==> src/rtl/hvac_zone_scheduler.sv <==
// Shared heating/cooling plant scheduler: round-robin mode selection over zone
// requests, fan lead/lag sequencing, minimum on/off times and damper grants.
module hvac_zone_scheduler #(
    parameter int NZONES   = 4,
    parameter int FAN_LEAD = 2,
    parameter int MIN_ON   = 8,
    parameter int MAX_RUN  = 32,
    parameter int FAN_LAG  = 3,
    parameter int MIN_OFF  = 4,
    parameter int CW       = 8
) (
    input  logic              clk,
    input  logic              reset,
    input  logic [NZONES-1:0] heat_req,
    input  logic [NZONES-1:0] cool_req,
    output logic              heat,
    output logic              fan,
    output logic              ac,
    output logic [NZONES-1:0] zone_grant,
    output logic [1:0]        mode
);

    localparam int PW  = (NZONES > 1) ? $clog2(NZONES) : 1;
    localparam int PW1 = PW + 1;

    localparam logic [1:0] M_NONE = 2'b00;
    localparam logic [1:0] M_HEAT = 2'b01;
    localparam logic [1:0] M_COOL = 2'b10;

    // Timer holds cycles already spent in the state, so "N cycles" ends at N-1.
    localparam logic [CW-1:0] LEAD_LAST = CW'(FAN_LEAD - 1);
    localparam logic [CW-1:0] ON_LAST   = CW'(MIN_ON - 1);
    localparam logic [CW-1:0] RUN_LAST  = CW'(MAX_RUN - 1);
    localparam logic [CW-1:0] LAG_LAST  = CW'(FAN_LAG - 1);
    localparam logic [CW-1:0] OFF_LAST  = CW'(MIN_OFF - 1);
    localparam logic [CW-1:0] T_MAX     = {CW{1'b1}};

    typedef enum logic [2:0] {
        S_IDLE     = 3'd0,
        S_FAN_LEAD = 3'd1,
        S_RUN      = 3'd2,
        S_FAN_LAG  = 3'd3,
        S_LOCKOUT  = 3'd4
    } state_t;

    state_t            state_r;
    state_t            next_state_s;
    logic [CW-1:0]     timer_r;
    logic [PW-1:0]     rr_ptr_r;
    logic [NZONES-1:0] cool_eff_s;
    logic [NZONES-1:0] mode_req_s;
    logic              in_mode_s;
    logic              opp_s;
    logic              found_s;
    logic              pick_heat_s;
    logic [PW-1:0]     pick_zone_s;
    logic [PW-1:0]     next_ptr_s;
    logic [PW1-1:0]    sum_s;
    logic [PW-1:0]     idx_s;
    logic [1:0]        next_mode_s;
    logic              active_s;

    // Request qualification and round-robin pick starting at rr_ptr.
    always_comb begin
        cool_eff_s  = cool_req & ~heat_req;
        found_s     = 1'b0;
        pick_heat_s = 1'b0;
        pick_zone_s = '0;
        sum_s       = '0;
        idx_s       = '0;
        for (int i = 0; i < NZONES; i++) begin
            sum_s = {1'b0, rr_ptr_r} + PW1'(i);
            if (sum_s >= PW1'(NZONES)) begin
                sum_s = sum_s - PW1'(NZONES);
            end else begin
                sum_s = sum_s;
            end
            idx_s = sum_s[PW-1:0];
            if (!found_s && (heat_req[idx_s] || cool_eff_s[idx_s])) begin
                found_s     = 1'b1;
                pick_zone_s = idx_s;
                pick_heat_s = heat_req[idx_s];
            end else begin
                found_s = found_s;
            end
        end
        if (pick_zone_s == PW'(NZONES - 1)) begin
            next_ptr_s = '0;
        end else begin
            next_ptr_s = pick_zone_s + PW'(1);
        end
        case (mode)
            M_HEAT: begin
                mode_req_s = heat_req;
                opp_s      = |cool_eff_s;
            end
            M_COOL: begin
                mode_req_s = cool_eff_s;
                opp_s      = |heat_req;
            end
            default: begin
                mode_req_s = '0;
                opp_s      = 1'b0;
            end
        endcase
        in_mode_s = |mode_req_s;
    end

    // Next-state and next-mode decision.
    always_comb begin
        next_state_s = state_r;
        next_mode_s  = mode;
        case (state_r)
            S_IDLE: begin
                if (found_s) begin
                    next_state_s = S_FAN_LEAD;
                    next_mode_s  = pick_heat_s ? M_HEAT : M_COOL;
                end else begin
                    next_state_s = S_IDLE;
                end
            end
            S_FAN_LEAD: begin
                if (timer_r >= LEAD_LAST) begin
                    next_state_s = in_mode_s ? S_RUN : S_FAN_LAG;
                end else begin
                    next_state_s = S_FAN_LEAD;
                end
            end
            S_RUN: begin
                if ((timer_r >= ON_LAST) &&
                    (!in_mode_s || ((timer_r >= RUN_LAST) && opp_s))) begin
                    next_state_s = S_FAN_LAG;
                end else begin
                    next_state_s = S_RUN;
                end
            end
            S_FAN_LAG: begin
                if (timer_r >= LAG_LAST) begin
                    next_state_s = S_LOCKOUT;
                    next_mode_s  = M_NONE;
                end else begin
                    next_state_s = S_FAN_LAG;
                end
            end
            S_LOCKOUT: begin
                next_mode_s = M_NONE;
                if (timer_r >= OFF_LAST) begin
                    next_state_s = S_IDLE;
                end else begin
                    next_state_s = S_LOCKOUT;
                end
            end
            default: begin
                next_state_s = S_IDLE;
                next_mode_s  = M_NONE;
            end
        endcase
        active_s = (next_state_s == S_FAN_LEAD) || (next_state_s == S_RUN) ||
                   (next_state_s == S_FAN_LAG);
    end

    // State, timer, pointer and registered plant outputs.
    always_ff @(posedge clk or posedge reset) begin
        if (reset) begin
            state_r    <= S_IDLE;
            timer_r    <= '0;
            rr_ptr_r   <= '0;
            heat       <= 1'b0;
            fan        <= 1'b0;
            ac         <= 1'b0;
            zone_grant <= '0;
            mode       <= M_NONE;
        end else begin
            state_r <= next_state_s;
            if (next_state_s != state_r) begin
                timer_r <= '0;
            end else if (timer_r != T_MAX) begin
                timer_r <= timer_r + CW'(1);
            end
            if ((state_r == S_IDLE) && found_s) begin
                rr_ptr_r <= next_ptr_s;
            end
            fan        <= active_s;
            heat       <= (next_state_s == S_RUN) && (next_mode_s == M_HEAT);
            ac         <= (next_state_s == S_RUN) && (next_mode_s == M_COOL);
            zone_grant <= (next_state_s == S_RUN) ? mode_req_s : '0;
            mode       <= active_s ? next_mode_s : M_NONE;
        end
    end

endmodule

==> config.mk <==
export PLATFORM = sky130hd
export DESIGN_NAME = hvac_zone_scheduler
export DESIGN_NICKNAME = d
export VERILOG_FILES = /design/src/rtl/hvac_zone_scheduler.sv
export SDC_FILE = /design/constraint.sdc
export NUM_CORES = 1
export LEC_CHECK = 0
export BUFFER_PORTS_ARGS = -buffer_cell sky130_fd_sc_hd__buf_2
export CORE_MARGIN = 4
export CORE_UTILIZATION = 58
export CTS_CLUSTER_DIAMETER = 80
export DETAILED_ROUTE_END_ITERATION = 8
export GPL_TIMING_DRIVEN = 1
export PLACE_DENSITY = 0.79
export SLEW_MARGIN = 20
export SYNTH_ARGS = -nofsm -noshare
export SYNTH_HDL_FRONTEND = slang
export SYNTH_SLANG_ARGS = --single-unit
==> constraint.sdc <==
create_clock -name clk -period 2.3 [get_ports clk]
set_input_delay 0.23 -clock clk [delete_from_list [all_inputs] [get_ports clk]]
set_output_delay 0.23 -clock clk [all_outputs]
set_load 0.05 [all_outputs]
==> reports/qor.csv <==
metric,value,unit
layout_common_cells,"nor2_1, dfrtp_1, buf_2",
maxCapViolCount,0,
synthCells,203,
p_leak,0.894,nW
ys_ff_latch,22,
fin_hold_ws,0.0461,ns
worstRegToRegCells,8,
slew_headroom,0.448,
clkSlewWorstSetupHoldPaths,0.13,ns
fin_util,0.726,
clock_power_share,0.113,
combPwrFrac,0.656,
finalHoldViolations,0,
tightest_slew,0.827,ns
seqPwrFrac,0.231,
cpPeakStageDelay,0.47,ns
n_fill_cell,233,
fp-row-count,19,
start_kind,register,
grt_util_all_layers,0.224,
core,2830,sq um
drv_slew,0,
path_cells,"buf_12, xnor2_2, mux2_2, o211a_1, a21bo_4, o21bai_1, a22o_1, nor3_2",
gp_congestion,0.875,
drt_iter0_markers,109,
p_sw_frac,0.476,
cts_sinks,22,
ioPinCount,19,
start_util,0.621,
routed_wl,4210,um
ys.flop_type,dfrtp_1,
vias,1684,
remaining_drc_errors,0,
grt_pass1_wl,7220,um
design.die.area,3970,sq um
post-dp-hpwl,3170,um
post_drt_wl_per_cell,16.1,um
async_flop_share,1.00,
fin_crit_sh,0.944,
insertion_delay,0.32,ns
cts_tree,yes,
cts_buffer_depth,2,
synth_area,1760,sq um
portBuffers,18,
hold_path.class,in -> async,
ys_seq_area_frac,0.314,
r2r_slack,0.13,ns
cp_max_fo,12,
worst_slack,0.130,ns
finClkSkew,0.0122,ns
die_w,63.0,um
avgSynthCellArea,8.65,sq um
ir_drop,1.09,mV
drive_gt1_frac,0.265,
antenna-diode-count,0,
worst_setup_path_end_kind,register,
synth_enable_flop_cells,0,
drt_first_pass_iters,4,
numCtsBuffers,3,
pre_cts_ws,0.0510,ns
synth_nets,219,
grt_max_degree,23,
worstPathRequired,2.55,ns
grt_pass1_vias,1618,
die_h,63.0,um
timing.fmax,0.461,GHz
yosysUniqueCellTypes,52,
internal-power,1.40,mW
post_drt_via_cell_ratio,6.45,
setup_tns,0,ns
setup_violations,0,
cts_root_buf,clkbuf_4,
gr-total-overflow,0,
crit_arrival,2.42,ns
r2r_end,heat,
power_density,1300,nW/um^2
antenna_found_initial,0,
area_delta_synth_final,17.0,%
status,completed,
cts.htree.levels,1,
period_needed,2.17,ns
nNetsFinal,247,
r2r_start,rr_ptr_r[0],
crit_type,reg -> reg,
net-switching-power,1.27,mW
cpMaxStageDelayCell,dfrtp_2,
drtAntennaViolNets,0,
synth_warnings,0,
==> Yosys cell counts, types with 3 or more instances <==
| cell | instances | area share |
|---|---|---|
| dfrtp_1 | 22 | 0.31 |
| nor2_1 | 20 | 0.043 |
| nor3_1 | 17 | 0.048 |
| nand2_1 | 15 | 0.032 |
| inv_1 | 10 | 0.021 |
| nand3_1 | 10 | 0.029 |
| o21ai_0 | 10 | 0.029 |
| ha_1 | 6 | 0.043 |
| nor2b_1 | 6 | 0.021 |
| a21oi_1 | 5 | 0.014 |
| buf_2 | 5 | 0.014 |
| mux2_2 | 5 | 0.032 |
| mux2i_1 | 5 | 0.029 |
| nand2b_1 | 5 | 0.018 |
| nand4_1 | 5 | 0.018 |
| a22oi_1 | 4 | 0.017 |
| a211oi_1 | 3 | 0.013 |
| a31oi_1 | 3 | 0.011 |
| clkbuf_1 | 3 | 0.0064 |
| mux4_2 | 3 | 0.038 |
| o21a_1 | 3 | 0.013 |
| xnor2_1 | 3 | 0.015 |
| xor2_1 | 3 | 0.015 |
==> cells by family (layout without fill, tap and decap cells) <==
kind of cell | Yosys count | after routing | synth area share
xor+xnor | 6 | 6 | 0.0299
buf+inv | 20 | 47 | 0.0485
simple gates | 91 | 91 | 0.277
flops | 22 | 22 | 0.314
mux | 13 | 13 | 0.0991
fa+ha+maj | 6 | 6 | 0.0428
compound gates | 45 | 45 | 0.189
==> power groups by stage <==
stage	sequential [mW]	combinational [mW]	clock, mW
floorplan	0.673	1.19	0
finish	0.618	1.75	0.301
global placement	0.609	1.61	0
detailed placement	0.619	1.65	0
CTS	0.611	1.66	0.308
global route	0.636	1.92	0.333
==> final cells by class <==
type	instances	area (sq um)	share of cell area
Timing Repair Buffer	33	215	0.105
Sequential cell	22	553	0.269
Clock buffer	3	22.5	0.0110
Inverter	10	37.5	0.0183
Multi-Input combinational cell	161	1160	0.563
Tap cell	31	38.8	0.0189
Clock inverter	1	30.0	0.0146
==> flip-flops by register name, summed over array words and instances (netlist names) <==
signal and count:
mode 2, timer_r 8, zone_grant 4, fan 1, heat 1, ac 1
state_r 3, rr_ptr_r 2
==> worst max-delay path: cells and delay by family, from the launching register on <==
family	cells	cell delay (ns)
AO/OA/AOI/OAI	4	0.79
flip-flops	1	0.47
multiplexers	1	0.35
XOR/XNOR	1	0.17
buffers and inverters	1	0.16
AND/OR/NAND/NOR	1	0.16
==> metal layers <==
layer / vias up / wire length, um / GRT usage
li1: 800 / - / -
met1: 798 / 1840 / 0.293
met2: 72 / 1950 / 0.354
met3: 14 / 304 / 0.0450
met4: 0 / 112 / 0.0992
met5: - / 0 / 0
==> timing repair <==
item,CTS,global route
setup buffers,0,1
hold buffers,0,0
setup endpoints to repair,0,17
gates resized for setup,0,11
==> through the flow <==
| stage | total power, mW | instance area (sq um) | std cells |
|---|---|---|---|
| 2_1_floorplan | 1.87 | 1760 | 203 |
| 3_3_place_gp | 2.22 | 1950 | 256 |
| 3_5_place_dp | 2.27 | 1950 | 256 |
| 4_1_cts | 2.58 | 2010 | 260 |
| 5_1_grt | 2.88 | 2050 | 261 |
| 6_report | 2.67 | 2050 | 261 |
==> how the worst max path moves through the flow <==
stage           startpoint          to  slack [ns]  depth (start not counted)
5_1_grt        rr_ptr_r[0]          ac      -0.009                          6
3_5_place_dp   rr_ptr_r[0]        heat        0.05                          8
4_1_cts        rr_ptr_r[0]        heat        0.03                          8
6_report       rr_ptr_r[0]        heat        0.13                          8
2_1_floorplan      mode[0]  timer_r[6]        0.09                          8
3_3_place_gp   heat_req[0]        heat        0.05                          8
No activity file was read; power rests on OpenSTA's default activity.
